$ cat src/rtl/sn_req_arbiter_pkg.sv
// sn_req_arbiter_pkg: node request/response types, opcodes and FSM encodings
// shared by the SN request arbiter and its per-RN slots.
`default_nettype none

package sn_req_arbiter_pkg;

    localparam int OP_W   = 4;
    localparam int ADDR_W = 16;
    localparam int DATA_W = 32;

    typedef logic [OP_W-1:0] OpType;

    localparam OpType op_read  = 4'h1;
    localparam OpType op_write = 4'h2;
    localparam OpType op_error = 4'hF;

    typedef struct packed {
        OpType             opcode;
        logic [ADDR_W-1:0] addr;
    } ReqType;

    typedef struct packed {
        OpType             opcode;
        logic [ADDR_W-1:0] addr;
        logic [DATA_W-1:0] data;
    } DataType;

    typedef enum logic [1:0] {
        SLOT_EMPTY   = 2'd0,
        SLOT_ARMED   = 2'd1,
        SLOT_PENDING = 2'd2
    } SlotStateType;

    typedef enum logic [2:0] {
        ARB_IDLE     = 3'd0,
        ARB_REQ_PRE  = 3'd1,
        ARB_REQ_SEND = 3'd2,
        ARB_WAIT     = 3'd3,
        ARB_RSP_PRE  = 3'd4,
        ARB_RSP_SEND = 3'd5
    } ArbStateType;

endpackage

`default_nettype wire

$ cat src/rtl/rn_req_slot.sv
// rn_req_slot: one RN request slot; arms on pre, captures the payload on valid,
// holds it PENDING until the response for this RN has been delivered.
`default_nettype none

module rn_req_slot
    import sn_req_arbiter_pkg::*;
(
    input  logic   clk,
    input  logic   reset,
    input  logic   pre,
    input  logic   valid,
    input  ReqType req_in,
    input  logic   done,
    output logic   busy,
    output ReqType req
);

    SlotStateType state;
    SlotStateType state_nxt;

    always_ff @(posedge clk or posedge reset) begin
        if (reset) begin
            state <= SLOT_EMPTY;
            busy  <= 1'b0;
            req   <= '0;
        end else begin
            state <= state_nxt;
            busy  <= (state_nxt == SLOT_PENDING);
            if (state == SLOT_ARMED && valid) begin
                req <= req_in;
            end
        end
    end

    always_comb begin
        state_nxt = state;
        case (state)
            SLOT_EMPTY:   if (pre)   state_nxt = SLOT_ARMED;
            SLOT_ARMED:   if (valid) state_nxt = SLOT_PENDING;
            SLOT_PENDING: if (done)  state_nxt = SLOT_EMPTY;
            default:                 state_nxt = SLOT_EMPTY;
        endcase
    end

endmodule

`default_nettype wire

$ cat src/rtl/sn_req_arbiter.sv
// sn_req_arbiter: round-robin sharing of one SN among NUM_RN RNs, one SN
// transaction outstanding, with a response timeout for a silent SN.
`default_nettype none

module sn_req_arbiter
    import sn_req_arbiter_pkg::*;
#(
    parameter int NUM_RN         = 4,
    parameter int TIMEOUT_CYCLES = 255,
    parameter int CNT_W          = $clog2(TIMEOUT_CYCLES + 1)
) (
    input  logic                clk,
    input  logic                reset,
    input  logic [NUM_RN-1:0]   rn_pre_rx_req,
    input  ReqType [NUM_RN-1:0] rn_rx_req,
    input  logic [NUM_RN-1:0]   rn_v_rx_req,
    output logic [NUM_RN-1:0]   rn_busy,
    output logic [NUM_RN-1:0]   rn_pre_tx_data,
    output DataType             rn_tx_data,
    output logic [NUM_RN-1:0]   rn_v_tx_data,
    output logic                sn_pre_tx_req,
    output ReqType              sn_tx_req,
    output logic                sn_v_tx_req,
    input  logic                sn_pre_rx_data,
    input  DataType             sn_rx_data,
    input  logic                sn_v_rx_data,
    output logic                err_timeout,
    output logic                err_unexpected
);

    localparam int IDX_W = $clog2(NUM_RN);
    localparam int SUM_W = IDX_W + 1;

    ArbStateType         state;
    ArbStateType         state_nxt;
    logic [IDX_W-1:0]    owner;
    logic [IDX_W-1:0]    ptr;
    logic [IDX_W-1:0]    grant_idx;
    logic                grant_found;
    logic [SUM_W-1:0]    idx_sum;
    logic [CNT_W-1:0]    cnt;
    DataType             rsp;
    ReqType [NUM_RN-1:0] slot_req;
    logic                in_wait;
    logic                timeout_hit;
    logic                nxt_sn_pre;
    logic                nxt_sn_v;
    logic [NUM_RN-1:0]   nxt_rn_pre;
    logic [NUM_RN-1:0]   nxt_rn_v;
    logic                sn_pre_unused;

    assign sn_pre_unused = sn_pre_rx_data;

    genvar gi;
    generate
        for (gi = 0; gi < NUM_RN; gi++) begin : g_slot
            rn_req_slot u_slot (
                .clk    (clk),
                .reset  (reset),
                .pre    (rn_pre_rx_req[gi]),
                .valid  (rn_v_rx_req[gi]),
                .req_in (rn_rx_req[gi]),
                .done   (rn_v_tx_data[gi]),
                .busy   (rn_busy[gi]),
                .req    (slot_req[gi])
            );
        end
    endgenerate

    // Scan downward so the pending slot closest above the pointer wins last.
    always_comb begin
        grant_found = 1'b0;
        grant_idx   = '0;
        idx_sum     = '0;
        for (int i = NUM_RN - 1; i >= 0; i--) begin
            idx_sum = {1'b0, ptr} + SUM_W'(i);
            if (idx_sum >= SUM_W'(NUM_RN)) begin
                idx_sum = idx_sum - SUM_W'(NUM_RN);
            end
            if (rn_busy[idx_sum[IDX_W-1:0]]) begin
                grant_found = 1'b1;
                grant_idx   = idx_sum[IDX_W-1:0];
            end
        end
    end

    assign in_wait     = (state == ARB_WAIT);
    assign timeout_hit = in_wait && !sn_v_rx_data && (cnt == CNT_W'(TIMEOUT_CYCLES - 1));

    always_ff @(posedge clk or posedge reset) begin
        if (reset) begin
            state          <= ARB_IDLE;
            owner          <= '0;
            ptr            <= '0;
            cnt            <= '0;
            rsp            <= '0;
            sn_tx_req      <= '0;
            sn_pre_tx_req  <= 1'b0;
            sn_v_tx_req    <= 1'b0;
            rn_pre_tx_data <= '0;
            rn_v_tx_data   <= '0;
            err_timeout    <= 1'b0;
            err_unexpected <= 1'b0;
        end else begin
            state          <= state_nxt;
            sn_pre_tx_req  <= nxt_sn_pre;
            sn_v_tx_req    <= nxt_sn_v;
            rn_pre_tx_data <= nxt_rn_pre;
            rn_v_tx_data   <= nxt_rn_v;
            err_timeout    <= timeout_hit;
            err_unexpected <= sn_v_rx_data && !in_wait;
            if (state == ARB_IDLE && grant_found) begin
                owner <= grant_idx;
                ptr   <= (grant_idx == IDX_W'(NUM_RN - 1)) ? '0 : grant_idx + 1'b1;
            end
            if (state == ARB_REQ_PRE) begin
                sn_tx_req <= slot_req[owner];
            end
            if (state == ARB_REQ_SEND) begin
                cnt <= '0;
            end else if (in_wait) begin
                cnt <= cnt + 1'b1;
            end
            if (in_wait && sn_v_rx_data) begin
                rsp <= sn_rx_data;
            end else if (timeout_hit) begin
                rsp <= '{opcode: op_error, addr: slot_req[owner].addr, data: '0};
            end
        end
    end

    always_comb begin
        state_nxt = state;
        case (state)
            ARB_IDLE:     if (grant_found) state_nxt = ARB_REQ_PRE;
            ARB_REQ_PRE:  state_nxt = ARB_REQ_SEND;
            ARB_REQ_SEND: state_nxt = ARB_WAIT;
            ARB_WAIT:     if (sn_v_rx_data || timeout_hit) state_nxt = ARB_RSP_PRE;
            ARB_RSP_PRE:  state_nxt = ARB_RSP_SEND;
            ARB_RSP_SEND: state_nxt = ARB_IDLE;
            default:      state_nxt = ARB_IDLE;
        endcase
    end

    // Outputs are decoded from the next state so they register in step with it.
    always_comb begin
        nxt_sn_pre = (state_nxt == ARB_REQ_PRE);
        nxt_sn_v   = (state_nxt == ARB_REQ_SEND);
        nxt_rn_pre = '0;
        nxt_rn_v   = '0;
        if (state_nxt == ARB_RSP_PRE)  nxt_rn_pre[owner] = 1'b1;
        if (state_nxt == ARB_RSP_SEND) nxt_rn_v[owner]   = 1'b1;
    end

    assign rn_tx_data = rsp;

endmodule

`default_nettype wire

$ cat config.mk
export PLATFORM = sky130hd
export DESIGN_NAME = sn_req_arbiter
export DESIGN_NICKNAME = d
export VERILOG_FILES = /design/src/rtl/sn_req_arbiter_pkg.sv /design/src/rtl/rn_req_slot.sv /design/src/rtl/sn_req_arbiter.sv
export SDC_FILE = /design/constraint.sdc
export NUM_CORES = 1
export LEC_CHECK = 0
export BUFFER_PORTS_ARGS = -buffer_cell sky130_fd_sc_hd__buf_4
export CAP_MARGIN = 0
export CORE_MARGIN = 2
export CORE_UTILIZATION = 30
export CTS_CLUSTER_SIZE = 30
export DETAILED_ROUTE_END_ITERATION = 12
export HOLD_SLACK_MARGIN = 0.02
export PLACE_DENSITY = 0.62
export SYNTH_ARGS = -nofsm -noshare
export SYNTH_HDL_FRONTEND = slang
export SYNTH_SLANG_ARGS = --single-unit
$ cat constraint.sdc
create_clock -name clk -period 4.9 [get_ports clk]
set_input_delay 0 -clock clk [delete_from_list [all_inputs] [get_ports clk]]
set_output_delay 0 -clock clk [all_outputs]
set_load 0.02 [all_outputs]
== Yosys cells after proc, flatten, opt, wreduce, memory -nomap -nowiden ==
Index checks and enable logic that the tools add are counted.
Word-level totals
  bits in registers: 191
  latch bits: 0
  RAM bits: 0
  ROM bits: 0
  input bits: 144
  output and inout port bits: 88
  logic and storage cells: 142
  memories kept: 0
Cells by class
  $add $sub $neg: 9
  multipliers: 0
  divide/modulo/power cells: 0
  order comparisons: 10
  eq/ne operators: 22
  shift operators: 0
  muxes and demuxes: 50
  bitwise operators: 0
  reduce and logical (&&, ||, !) cells: 20
Operator list (number)
  $mux 52: 2
  $mux 2: 21
  $bmux 20 s2: 1
  $pmux 2 s3: 4
  $mux 20: 1
  $eq 2x2->1 const B: 9
  $mux 8: 2
  $lt 2x3->1 const B: 5
  $pmux 3 s5: 1
  $logic_and 1x1->1: 10
  $eq 3x2->1 const B: 3
  $eq 3x3->1 const B: 3
  $ge 3x3->1 const B: 3
  $mux 1: 9
  $add 8x1->8 const B: 1
  $bmux 1 s2: 4
  $eq 2x1->1 const B: 4
  $eq 8x8->1 const B: 1
  $logic_not 2->1: 4
  $mux 4: 2
  $sub 2x1->2 const B: 4
  $add 2x2->3 const B: 2
  $eq 3x1->1 const B: 2
  $mux 3: 2
  other kinds (9): 11

== Depth between registers and ports, before layout ==
Gate-level depths: netlist of the first run.
  depth after elaboration: 13
  depth in mapped cells: 7
  gate-level depth less buffers: 5

== Cells and area by module ==
From an unflattened synthesis of the first run, not the netlist that was laid out.
Second synthesis, totals
  cells, all modules: 545
  area, all modules: 8129.0 um2
By module, submodules not included
  sn_req_arbiter: instances 1, cells each 333, area each 4330.4 um2
  rn_req_slot: instances 4, cells each 53, area each 949.7 um2

== Worst setup path before layout of the first run ==
OpenSTA, ideal clock, no wires.
  kind: register to register
  start point: register owner[0]
  end point: register rsp (netlist bit rn_tx_data[32])
  library setup time: 0.126 ns
  arrival: 1.519 ns
  path slack: 3.255 ns
  cell stages (with the launch flop): 5
  period minus slack after synthesis: 1.645 ns
  path through: dfrtp_1 > buf_4 > buf_4 > mux4_2 > a221o_1
On the way
  longest elaborated chain between the ends: 4
Ends and longest elaborated chain
  from (decl): line sn_req_arbiter.sv:36  | logic [IDX_W-1:0] owner;
  from (signal assigned): line sn_req_arbiter.sv:113  | owner <= grant_idx;
  $bmux 20 s2: line sn_req_arbiter.sv:127  | rsp <= '{opcode: op_error, addr: slot_req[owner].addr, data: '0};
  $mux 20 (implied by the code): line sn_req_arbiter.sv:127
  $mux 52: line sn_req_arbiter.sv:126  | end else if (timeout_hit) begin
  $mux 52: line sn_req_arbiter.sv:124  | if (in_wait && sn_v_rx_data) begin
  to (signal assigned): line sn_req_arbiter.sv:125  | rsp <= sn_rx_data;
  to (signal assigned): line sn_req_arbiter.sv:127
  to (decl): line sn_req_arbiter.sv:42  | DataType rsp;
Every way passes these cells. The select of a mux whose other input is x is not followed.
A chain may end at the register's enable or synchronous reset.

== Final worst setup path of the first run ==
  start point: register state[0]
  end point: register sn_tx_req[11] (netlist name)
On the way
  longest elaborated chain between the ends: 1
Ends and longest elaborated chain
  from (decl): line sn_req_arbiter.sv:34  | ArbStateType state;
  from (signal assigned): line sn_req_arbiter.sv:105  | state <= state_nxt;
  $eq 3x1->1: line sn_req_arbiter.sv:116  | if (state == ARB_REQ_PRE) begin
  to (signal assigned): line sn_req_arbiter.sv:117  | sn_tx_req <= slot_req[owner];
  to (decl): line sn_req_arbiter.sv:22  | output ReqType sn_tx_req,
Every way passes these cells.

==> flow_results.org, run 1 <==
** Status
- The run finished with clean final reports.

** Routing
- In this run the remaining antenna-violating nets after routing total 0.
- In the final routed layout, each cell accounts on average for around 17 µm.
- Total via count after detailed routing :: 5799
- Number of vias per cell :: 4.62
- The detailed router finished its first iteration with 369 violations.
- Residual DRC count :: 0
- Post-detailed-routing wire length :: between 20000 and 25000 µm
- The first detailed-routing pass ran for 4 iterations.

** Flow run
- The tool flagged a number of max-cap violations equal to 0.

** Synth
- Predominant post-synthesis flop cell :: dfrtp_1
- Summing every instance area after synthesis gives 7890 µm².
- Yosys mapped a number of flops with a built-in enable equal to 0.
- Register bit total from synthesis :: roughly 190
- Average cell area after synthesis :: roughly 14 µm²
- Count of unique library cells instantiated by Yosys :: 44
- Of all flip-flops after synthesis, the portion carrying an async set or reset was 100%.
- Gate Count Post-Synth :: between 500 and 600
- Post-synthesis net count :: between 600 and 700
- Synthesis warning total :: 0
- Portion of the post-synthesis area used by sequential elements :: 60.6%

** STA
- WHS :: approximately 120 ps
- Unrepaired setup endpoints after global routing :: false
- Fin Setup TNS :: 0 ps
- The final-report hold violation count was 0.
- Final setup violation count :: 0
- Highest clock rate :: about 420 MHz
- Minimum period implied by the final worst setup slack :: 2380 ps
- Across the routed clock network, the largest skew measured is just under 9 ps.
- Tightest Pin Transition :: 1150 ps
- The count of pins over their slew limit came to 0.
- Share of the cycle needed by the critical path after routing :: 48.6%
- In this run the tightest slew margin relative to its limit is a little under a quarter.

** Layout
- Area of all sequential standard cells :: between 4000 and 5000 µm²
- Fill cells in the final layout number about 2300.
- Final Net Count :: between 1000 and 1500
- Post-layout instance area :: ~12000 µm²
- The library cells used most frequently in the layout, excluding fill and tap cells, are buf_4 (237), dfrtp_1 (190), dlygate4sd3_1 (142).
- The area growth from synthesis to layout is 51.0%.
- Most common library cell in the layout ignoring fill and taps :: buf_4
- The multi-input combinational cells in the finished layout cover a total of roughly 2900 µm².
- Fraction of layout cells with a size suffix above 1 :: 43.6%
- Excluding fillers, the count of instances in the completed layout stands at 1254.

** Worst setup path
- Endpoint arrival time on the critical path :: approximately 2700 ps
- At the worst endpoint, the required time is 5210 ps.
- Worst path slowest cell :: nor3b_2
- The worst setup path is launched from a flop.
- STA classifies the critical path endpoint as a flop.
- The critical path is of the flop to flop type.
- In this design, the stage delay of the slowest critical-path cell is roughly 970 ps.
- In this run the worst path has a maximum fanout of 12.
- Delay-heaviest family, CP :: simple AND/OR/NAND/NOR gates
- The signal on the critical path passes through nor3b_2, buf_4, mux2_2.
- Crit path buf inv count :: 1

** Pwr
- The internal portion of the total power is between 4 and 5 mW.
- Share of total power in the clock network :: between 20% and 30%
- Switch Pwr :: 2.45 mW
- Sequential power share :: approximately 40%
- IR analysis of the VDD net gives a maximum drop of about 290 µV.
- The design draws 7.05 mW.
- Per report_power, the combinational group accounts for between 40% and 50% of the total.
- Switching Fraction :: between 30% and 40%
- Power density of the placed cells :: 592 nW/µm²
- The analysis attributes to cell leakage a power of 5.48 nW.

** Die
- Horizontal die dimension :: about 170 µm
- Initial core utilization :: 30.4%
- The die covers around 28000 µm².
- The die is around 170 µm tall.
- Row Count :: a little under 60
- around 230 I/O pins were placed.
- Area of the placeable core :: around 26000 µm²

** Placement
- Including well taps, the total number of placed cells is between 1000 and 1500.
- Final estimated routing congestion in global placement :: between 0.7 and 0.8
- In this run the cell area measured after placement is between 9000 and 10000 µm².
- Detailed Place HPWL :: between 10000 and 15000 µm
- IO buf count :: 230

** Clocking
- CTS tree :: yes
- Clock sink count :: ~190
- Clock-pin slew was measured on the worst setup and hold paths at 70 ps.
- Inserted Clock Buffers :: 17
- Depth of the CTS H-tree :: 4
- Root buffer cell :: clkbuf_16
- The longest clock path from root to sink contains 2 buffers.
- Worst-skew pair later-pin latency :: approximately 430 ps
- Once the clock tree was built, the setup fixing pass inserted 0 buffers.

** Worst hold path
- The worst hold path belongs to the class primary input to flop.

** Global routing
- Entering global routing, the biggest net connects between 100 and 150 pins.
- GRT overflow :: 0
- First-pass GRT wire length :: ~35000 µm
- Antenna violations before repair :: 2
- For this run, the total global-route usage over all layers was measured as 16.2%.
- The via count of the first global-routing pass came to between 6000 and 7000.
-- cells in the mapped netlist (all sizes together) (3+ instances only) --
cell type / instances / area [µm²]
nor2: 26 / 97.6
a22o: 32 / 280
nand3b: 5 / 41.3
inv: 8 / 30.0
o22a: 4 / 35.0
a21oi: 5 / 25.0
dfrtp: 191 / 4780
mux4: 20 / 450
and2: 16 / 100
nand2: 27 / 101
mux2i: 4 / 40.0
a21o: 4 / 30.0
o21ai: 9 / 45.0
nor3: 5 / 36.3
nor4: 3 / 18.8
mux2: 100 / 1130
nand2b: 7 / 51.3
buf: 38 / 234
a221o: 16 / 160
-- power by group through the flow --
| stage | Sequential [mW] | Clock (mW) | Combinational (mW) |
|---|---|---|---|
| after global routing | 2.90 | 1.53 | 3.06 |
| after global placement | 2.79 | 0 | 2.72 |
| final | 2.79 | 1.41 | 2.84 |
| after floorplan | 3.00 | 0 | 1.58 |
| after CTS | 2.79 | 1.47 | 2.88 |
| after detailed placement | 2.82 | 0 | 2.77 |
-- flip-flops by register name, indices dropped and copies added (netlist names), 2 cells and up --
name and flops:
cnt 8, sn_tx_req 20, g_slot.u_slot.state 8, state 3, g_slot.u_slot.busy 4, ptr 2
owner 2, rn_pre_tx_data 4, g_slot.u_slot.req 80, rn_v_tx_data 4, rn_tx_data 52
-- metal layers --
layer / up-vias / track usage [%] / part of all wire [%]
li1: 2699 / - / -
met1: 2884 / 20.2 / 43
met2: 194 / 27.6 / 49
met3: 22 / 4.98 / 6.9
met4: 0 / 3.89 / 1.1
met5: - / 0 / 0
-- final timing paths --
kind	startpoint	cells after the start	slack, ps	end
worst max-delay path	state[0]	3	2520	sn_tx_req[11]
min in group asynchronous	reset	3	170	sn_pre_tx_req
max in group asynchronous	reset	4	3480	g_slot[3].u_slot.req[8]
worst min-delay path	rn_v_rx_req[3]	4	120	g_slot[3].u_slot.state[1]
worst max register to register	state[0]	3	2520	sn_tx_req[11]
worst min register to register	g_slot[1].u_slot.state[1]	1	440	g_slot[1].u_slot.state[0]
-- logic make-up after synthesis --
group           after synthesis  synth area share (%)
fa+ha+maj                     2                 0.317
buf+inv                      47                  3.39
mux                         124                  20.5
flops                       191                  60.6
compound gates               77                  8.22
simple gates                101                  6.76
xor+xnor                      2                 0.222
-- cell type report --
| type | count | share of cell area (%) |
|---|---|---|
| repair buffers | 380 | 27.0 |
| multi-input cells | 306 | 24.0 |
| clock buffers | 19 | 3.80 |
| well taps | 335 | 3.52 |
| clock inverters | 13 | 1.22 |
| diodes | 2 | 0.0420 |
| inverters | 8 | 0.284 |
| flip-flops and latches | 191 | 40.1 |
-- worst reg2reg max path, delay by kind of cell (launching register included) --
kind,cells,cell delay [ps]
simple gates,1,980
mux,1,370
flops,1,530
buf+inv,1,390
-- per-stage QoR --
stage / utilization, % / setup WS (ps)
3_5_place_dp: 38.2 / 2460
2_1_floorplan: - / 2440
3_3_place_gp: 38.2 / 2480
6_report: 46.0 / 2520
4_1_cts: 45.9 / 2440
5_1_grt: 46.0 / 2380
-- repair_timing --
item	in CTS	in global routing
endpoints found under the hold margin	162	0
resized for setup	0	0
hold buffers	142	0
setup endpoints to repair	0	0
Power figures use the tool's default switching activity.
==> run 2, diff against run 1 <==
--- a/config.mk
+++ b/config.mk
@@ -12,7 +12,7 @@
 export CTS_CLUSTER_SIZE = 30
 export DETAILED_ROUTE_END_ITERATION = 12
 export HOLD_SLACK_MARGIN = 0.02
-export PLACE_DENSITY = 0.62
+export PLACE_DENSITY = 0.6
 export SYNTH_ARGS = -nofsm -noshare
 export SYNTH_HDL_FRONTEND = slang
 export SYNTH_SLANG_ARGS = --single-unit
==> constraint.sdc (replaced) <==
create_clock -name clk -period 2.2 [get_ports clk]
set_input_delay 0 -clock clk [delete_from_list [all_inputs] [get_ports clk]]
set_output_delay 0 -clock clk [all_outputs]
set_load 0.02 [all_outputs]
==> run 2 against run 1 <==
  * Maximum frequency up 17%
  * Sequential share of layout area down 0.78 points
  * Register-to-register slack lost 2400 ps
  * Combinational power is 130% higher
  * Final cell count rose by 1.8%
  * Via count is 2.9% higher
  * Clock-buffer cell count up 1
  * Global-route usage up 0.54 points
  * Wire length is 5.3% higher
  * Power up 120%
==> flow_results.org, run 2 (synthesis gave the netlist of run 1 again) <==
** Status
- The flow ran to the end, and the final reports show no timing, DRC or antenna violations.

** Placement
- Before CTS, the worst setup slack after placement is 296 ps.
- Buffers placed on the I/O ports in this run total 230.
- Detailed Place HPWL :: between 15000 and 20000 µm
- Instance area after placement :: 10100 µm²
- At the end of routability-driven placement, the weighted congestion stood at between 0.7 and 0.8.

** Pwr
- Internal power consumption :: a little over 10 mW
- Of the total power, the clock network draws 18.9%.
- Net switching is a little over a third of the power.
- Fraction of power consumed by combinational cells :: 42.1%
- In this run the power spent charging and discharging nets is between 5 and 6 mW.
- Power density of the placed cells :: 1300 nW/µm²
- Sequential cells account for 39.0% of the total power.
- Leakage Power :: 5.59 nW
- Worst voltage drop across the vdd grid :: 604 µV

** Flow run
- Across the run, the number of max-cap violations was 0.

** Layout
- Most used cells in the layout excluding fill and tap cells :: buf_4 (250), dfrtp_1 (190), dlygate4sd3_1 (146)
- The library cell used most frequently in the layout, excluding fill and tap cells, is buf_4.
- 0 antenna diodes ended up in the layout.
- Largest Register :: g_slot.u_slot.req
- The area growth from synthesis to layout is 54.0%.
- After the last flow step, the layout net total stands at 1074.
- Fraction of layout cells with a size suffix above 1 :: between 40 and 50%
- Post-layout instance area :: ~12000 µm²
- The register with the most flip-flops in the layout has 80 of them.
- Fill cells in the final layout number ~2300.

** Routing
- Final ANT Viol Nets :: 0
- Drt wl/cell :: 18.0 µm
- Post-detailed-routing wire length :: between 20000 and 25000 µm
- Drt initial violations :: between 200 and 300
- Residual DRC count :: 0
- Pre-antenna DRT Iters :: 4
- Number of vias per cell :: ~4.7
- The routed layout has 5965 vias.

** Die
- The die covers 27600 µm².
- The die is ~170 µm wide.
- Row Count :: between 50 and 60
- Top Ports :: 232
- The floorplan step defined a core boundary enclosing around 26000 µm².
- The initial utilization of the core area, before any placement, comes to between 30 and 40%.
- The die is roughly 170 µm tall.

** Worst setup path
- Maximum single-stage delay on the critical path :: 560 ps
- Crit path buf inv count :: 2
- Reg2Reg Setup Slack :: 160 ps
- Worst path slowest cell :: dfrtp_1
- On the critical path the largest part of the delay comes from buffers and inverters.
- Counting stages on the worst path, the most repeated cell is nand2_1.
- Top fanout value on the critical path :: 11
- By startpoint and endpoint, the worst setup path is classified as flop to flop.
- For the worst setup path, the data required time is between 2000 and 3000 ps.
- Critical path, cell by cell :: nand2_1, nor2_1, buf_4, nand2_1, o22a_1, dlygate4sd3_1
- Worst Setup End Kind :: flop
- Critical path launch point type :: flop
- Endpoint arrival time on the critical path :: approximately 2400 ps

** STA
- In the post-route analysis, the smallest setup slack over all paths is roughly 160 ps.
- Final number of max-transition violations :: 0
- Setup skew after layout :: between 10 and 15 ps
- Total count of hold-check failures in the final report :: 0
- Minimum period implied by the final worst setup slack :: around 2000 ps
- Unrepaired setup endpoints after global routing :: false
- Highest clock rate :: a little under 500 MHz
- Share of the cycle needed by the critical path after routing :: between 90 and 100%
- In this run the tightest slew margin relative to its limit is 42.7%.
- Setup violations remaining at the end of the flow were counted as 0.
- For the pin with the worst max-slew slack, the measured transition is around 860 ps.

** Global routing
- Antenna violations before repair :: 0
- First-pass GRT wire length :: between 30000 and 40000 µm
- GRT overflow :: 0
- Via count of the first global-routing pass :: about 6500
- Entering global routing, the biggest net connects 37 pins.
- Total global routing track utilization :: 16.7%

** Clocking
- Clock sink count :: between 150 and 200
- The clock tree synthesis step divided the H-tree into 4 levels.
- Root buffer cell :: clkbuf_16
- Post-CTS Repair Setup Buffers :: 0
- Quantity of gates resized following cts :: 0
- Register clock-pin slew on the reported worst setup and hold paths :: around 80 ps
- Inserted Clock Buffers :: 17
- The clock reaches the later pin of the worst-skew pair after 430 ps.
- Max clock buf depth :: 2
- TritonCTS built the clock tree.

** Worst hold path
- The tightest min-delay check is of the primary input to flop type.
-- run 2: cell types whose count changed in the layout (fill, tap and decap cells not counted), moves of 4 or more --
cell | before | now
buf_4 | 237 | 250
buf_12 | 1 | 8
dlygate4sd3_1 | 142 | 146
clkinvlp_4 | 1 | 5
-- run 2: final cells by class --
cell class / instances / area [µm²] / share of cell area, %
timing repair buffer: 404 / 3500 / 28.8
clock buffer: 20 / 457 / 3.76
tap: 335 / 419 / 3.45
sequential: 191 / 4780 / 39.4
inverter: 8 / 33.8 / 0.278
clock inverter: 12 / 105 / 0.865
multi-input combinational: 306 / 2850 / 23.5
-- run 2: timing repair --
action	CTS	global route
hold buffers	146	0
endpoints found under the setup margin	0	0
hold endpoints to repair	158	0
-- run 2: per-layer routing --
metal  track usage [%]  vias to the layer above  part of all wire, %
met5                 0                        -                    0
met4              4.61                        0                  1.3
met3              3.84                       22                  5.4
met2              29.4                      192                   50
met1              20.7                     3004                   43
li1                  -                     2747                    -
-- run 2: final timing paths --
| path | startpoint | to | depth (start not counted) |
|---|---|---|---|
| max in group asynchronous | reset | rn_tx_data[18] | 4 |
| min in group asynchronous | reset | g_slot[2].u_slot.req[16] | 3 |
| hold reg to reg | g_slot[1].u_slot.state[1] | g_slot[1].u_slot.state[0] | 1 |
| hold / removal | rn_v_rx_req[0] | g_slot[0].u_slot.state[1] | 4 |
| setup reg to reg | state[0] | rn_tx_data[49] | 6 |
| setup / recovery | state[0] | rn_tx_data[49] | 6 |
-- run 2: through the flow --
stage | util, % | setup TNS (ps) | power [mW] | hold slack (ps) | std cells
finish | 46.9 | 0 | 15.8 | 107 | 1276
global route | 46.9 | 0 | 16.8 | 117 | 1276
CTS | 46.9 | 0 | 16.0 | 100 | 1276
floorplan | - | -50130 | 10.2 | 93.6 | 544
global placement | 39.1 | 0 | 12.5 | 203 | 1098
detailed placement | 39.1 | 0 | 12.7 | 214 | 1098
-- run 2: worst reg2reg max path, cell delays in order (launching register included) --
cell and delay, ps:
dfrtp_1 560, nand2_1 120, nor2_1 230, buf_4 180, nand2_1 110, o22a_1 200, dlygate4sd3_1 550
-- run 2: power groups by stage --
stage / clock network, mW / logic, mW / registers, mW
6_report: 3.00 / 6.66 / 6.17
3_3_place_gp: 0 / 6.32 / 6.19
3_5_place_dp: 0 / 6.43 / 6.23
5_1_grt: 3.23 / 7.15 / 6.39
2_1_floorplan: 0 / 3.52 / 6.69
4_1_cts: 3.10 / 6.74 / 6.17
==> run 3, diff against run 2 <==
--- a/config.mk
+++ b/config.mk
@@ -11,8 +11,9 @@
 export CORE_UTILIZATION = 30
 export CTS_CLUSTER_SIZE = 30
 export DETAILED_ROUTE_END_ITERATION = 12
+export GPL_TIMING_DRIVEN = 0
 export HOLD_SLACK_MARGIN = 0.02
-export PLACE_DENSITY = 0.6
+export PLACE_DENSITY_LB_ADDON = 0.05
 export SYNTH_ARGS = -nofsm -noshare
 export SYNTH_HDL_FRONTEND = slang
 export SYNTH_SLANG_ARGS = --single-unit
==> run 3 against run 2 <==
  * Maximum frequency is essentially flat
  * Largest power group unchanged
  * Sequential share of layout area shrank 0.10 points
  * Final cell count grew 1.1%
==> flow_results.org, run 3 (synthesis gave the netlist of run 1 again) <==
** Worst hold path
- The worst hold path terminates at g_slot[1].u_slot.req[19].
- The tightest min-delay check is of the primary input to flop type.
- Worst Min Path Start :: rn_v_rx_req[1]
- Along the worst hold path, the cell count comes to 3.

** Routing
- After the first detailed-routing iteration, the DRC count stood at 340.
- After detailed routing, the number of vias per cell comes to 4.67.
- The first detailed-routing pass ran for 4 iterations.
- After detailed routing, the total wire length is about 23000 µm.
- In the routed design, unresolved DRC markers number 0.
- Final ANT Viol Nets :: 0
- Drt wl/cell :: about 18 µm
- The routed layout has 6018 vias.

** Pwr
- The analysis attributes to cell leakage a power of roughly 5.6 nW.
- Power density of the placed cells :: between 1000 and 1500 nW/µm²
- Worst voltage drop across the vdd grid :: between 500 and 600 µV

** STA
- Max-slew headroom at the worst pin :: 40.0%
- The count of pins over their slew limit was 0.
- Minimum period implied by the final worst setup slack :: 2040 ps
- Fin Setup TNS :: 0 ps
- Setup violations remaining at the end of the flow were counted as 0.
- On the final layout, the worst clock skew is ~13 ps.
- Share of the cycle needed by the critical path after routing :: 92.8%
- Setup repair after global routing left no endpoint under its margin.
- Static timing analysis puts the maximum clock frequency at 490 MHz.
- Tightest Pin Transition :: 900 ps
- Total count of hold-check failures in the final report :: 0

** Placement
- During placement, the flow inserted port buffers numbering 230.
- Detailed Place HPWL :: between 15000 and 20000 µm
- The placed instances occupy a cell area of slightly above 10000 µm².
- Final estimated routing congestion in global placement :: 0.777

** Worst setup path
- Data on the critical path arrives at its endpoint at around 2400 ps.
- Worst Setup End Kind :: flop
- The critical path starts at state[1].
- Endpoint required time on the critical path :: around 2500 ps
- The setup path with the least slack is of type flop to flop.
- Top fanout value on the critical path :: 9
- The worst register-to-register path has a depth of 6.
- Critical R2R Capture :: rn_tx_data[50]
- Critical path launch point type :: flop
- Reg2Reg Setup Slack :: 160 ps
- In this run the critical register-to-register path is launched from state[1].

** Die
- The die is about 170 µm tall.
- The initial utilization of the core area, before any placement, comes to just over 30%.
- Top Ports :: ~230
- Area of the placeable core :: 25900 µm²
- The die is about 170 µm wide.
- The die covers 27600 µm².
- Row Count :: 59

** Global routing
- Met2 track utilization from global routing :: 29.4%
- In the global route stage, met3 resource usage came out at about 3.7%.
- Antenna violations before repair :: 0
- GRT overflow :: 0
- Gr busiest metal :: met2
- Largest net degree at the start of global routing :: 42
- Via count of the first global-routing pass :: 6549
- First-pass GRT wire length :: around 37000 µm
- Met1 track utilization from global routing :: 21.6%
- Across every metal layer, demand over resource in global routing totals 17.0%.

** Layout
- The area growth from synthesis to layout is 54.3%.
- The net count of the finished layout is between 1000 and 1500.
- Summing all non-filler instances in the final layout gives an area of 12200 µm².
- The multi-input combinational cells in the finished layout cover a total of 2840 µm².
- Cells with a size suffix above 1 make up 44.3% of the layout.
- Most common library cell in the layout ignoring fill and taps :: buf_4
- The number of antenna diodes in the final layout is 0.
- Number of flip-flops under the largest register name :: 80
- The register with the most flip-flops in the final layout is g_slot.u_slot.req.
- The layout has approximately 2300 filler cells.
- Most used cells in the layout excluding fill and tap cells :: buf_4 (240), dfrtp_1 (191), dlygate4sd3_1 (145)
- Across the whole layout, storage elements account for around 4800 µm².

** Clocking
- Root buffer cell :: clkbuf_16
- The longest clock path from root to sink contains 2 buffers.
- Worst-skew pair later-pin latency :: roughly 430 ps
- Counting the buffers created by CTS gives 17.
- CTS tree :: yes
- Register clock-pin slew on the reported worst setup and hold paths :: 80 ps
- Clock sink count :: around 190
- The clock tree synthesis step divided the H-tree into 4 levels.

** Status
- Status :: complete, no violations

** Flow run
- Max-cap violations :: 0
[run 3: critical path, cell delays in order, from the launching register on]
cell           delay (ps)
dfrtp_1               320
buf_2                 190
nand2_1                90
nor2_1                330
nand2_1               200
o22a_1                220
dlygate4sd3_1         560
[run 3: cell type report]
| type | instances | area share (%) |
|---|---|---|
| clock inverter | 13 | 1.22 |
| clock buffer | 19 | 3.72 |
| inverter | 8 | 0.277 |
| buffer | 39 | 1.96 |
| tap | 335 | 3.44 |
| timing repair buffer | 379 | 26.8 |
| sequential | 191 | 39.3 |
| multi-input combinational | 306 | 23.4 |
[run 3: worst max path at each step]
stage	depth (start not counted)	end	slack (ps)
final	6	rn_tx_data[50]	160
after global routing	6	rn_tx_data[41]	20
after CTS	4	rn_tx_data[39]	20
after detailed placement	6	rn_tx_data[7]	-10
after global placement	2	rn_tx_data[25]	-1500
after floorplan	1	cnt[0]	-260
[run 3: metal layers]
metal	wire length, µm	vias up
li1	-	2771
met1	10000	3028
met2	11500	194
met3	1180	25
met4	316	0
met5	0	-
[run 3: what timing repair did]
item	in CTS	in global routing
hold buffers	145	0
gates cloned	0	0
resized for setup	1	1
setup endpoints to repair	27	10
setup buffers	0	0
endpoints found under the hold margin	175	0
[run 3: per-stage QoR]
stage | setup slack (ps) | total power [mW] | cells | hold WS (ps) | util (%)
6_report | 157 | 16.0 | 1290 | 83.7 | 47.0
5_1_grt | 22.5 | 17.0 | 1290 | 93.5 | 47.0
4_1_cts | 24.3 | 16.2 | 1290 | 75.6 | 47.0
3_5_place_dp | -13.7 | 12.7 | 1113 | 205 | 39.0
3_3_place_gp | -1500 | 12.6 | 1109 | 203 | 38.7
2_1_floorplan | -262 | 10.2 | 544 | 93.6 | -
[run 3: report_power, final]
part / total [mW] / leakage (nW) / switching (mW) / internal, mW
logic: 6.83 / 3.00 / 3.19 / 3.64
clock network: 3.15 / 0.286 / 1.48 / 1.67
registers: 6.05 / 2.34 / 0.919 / 5.13
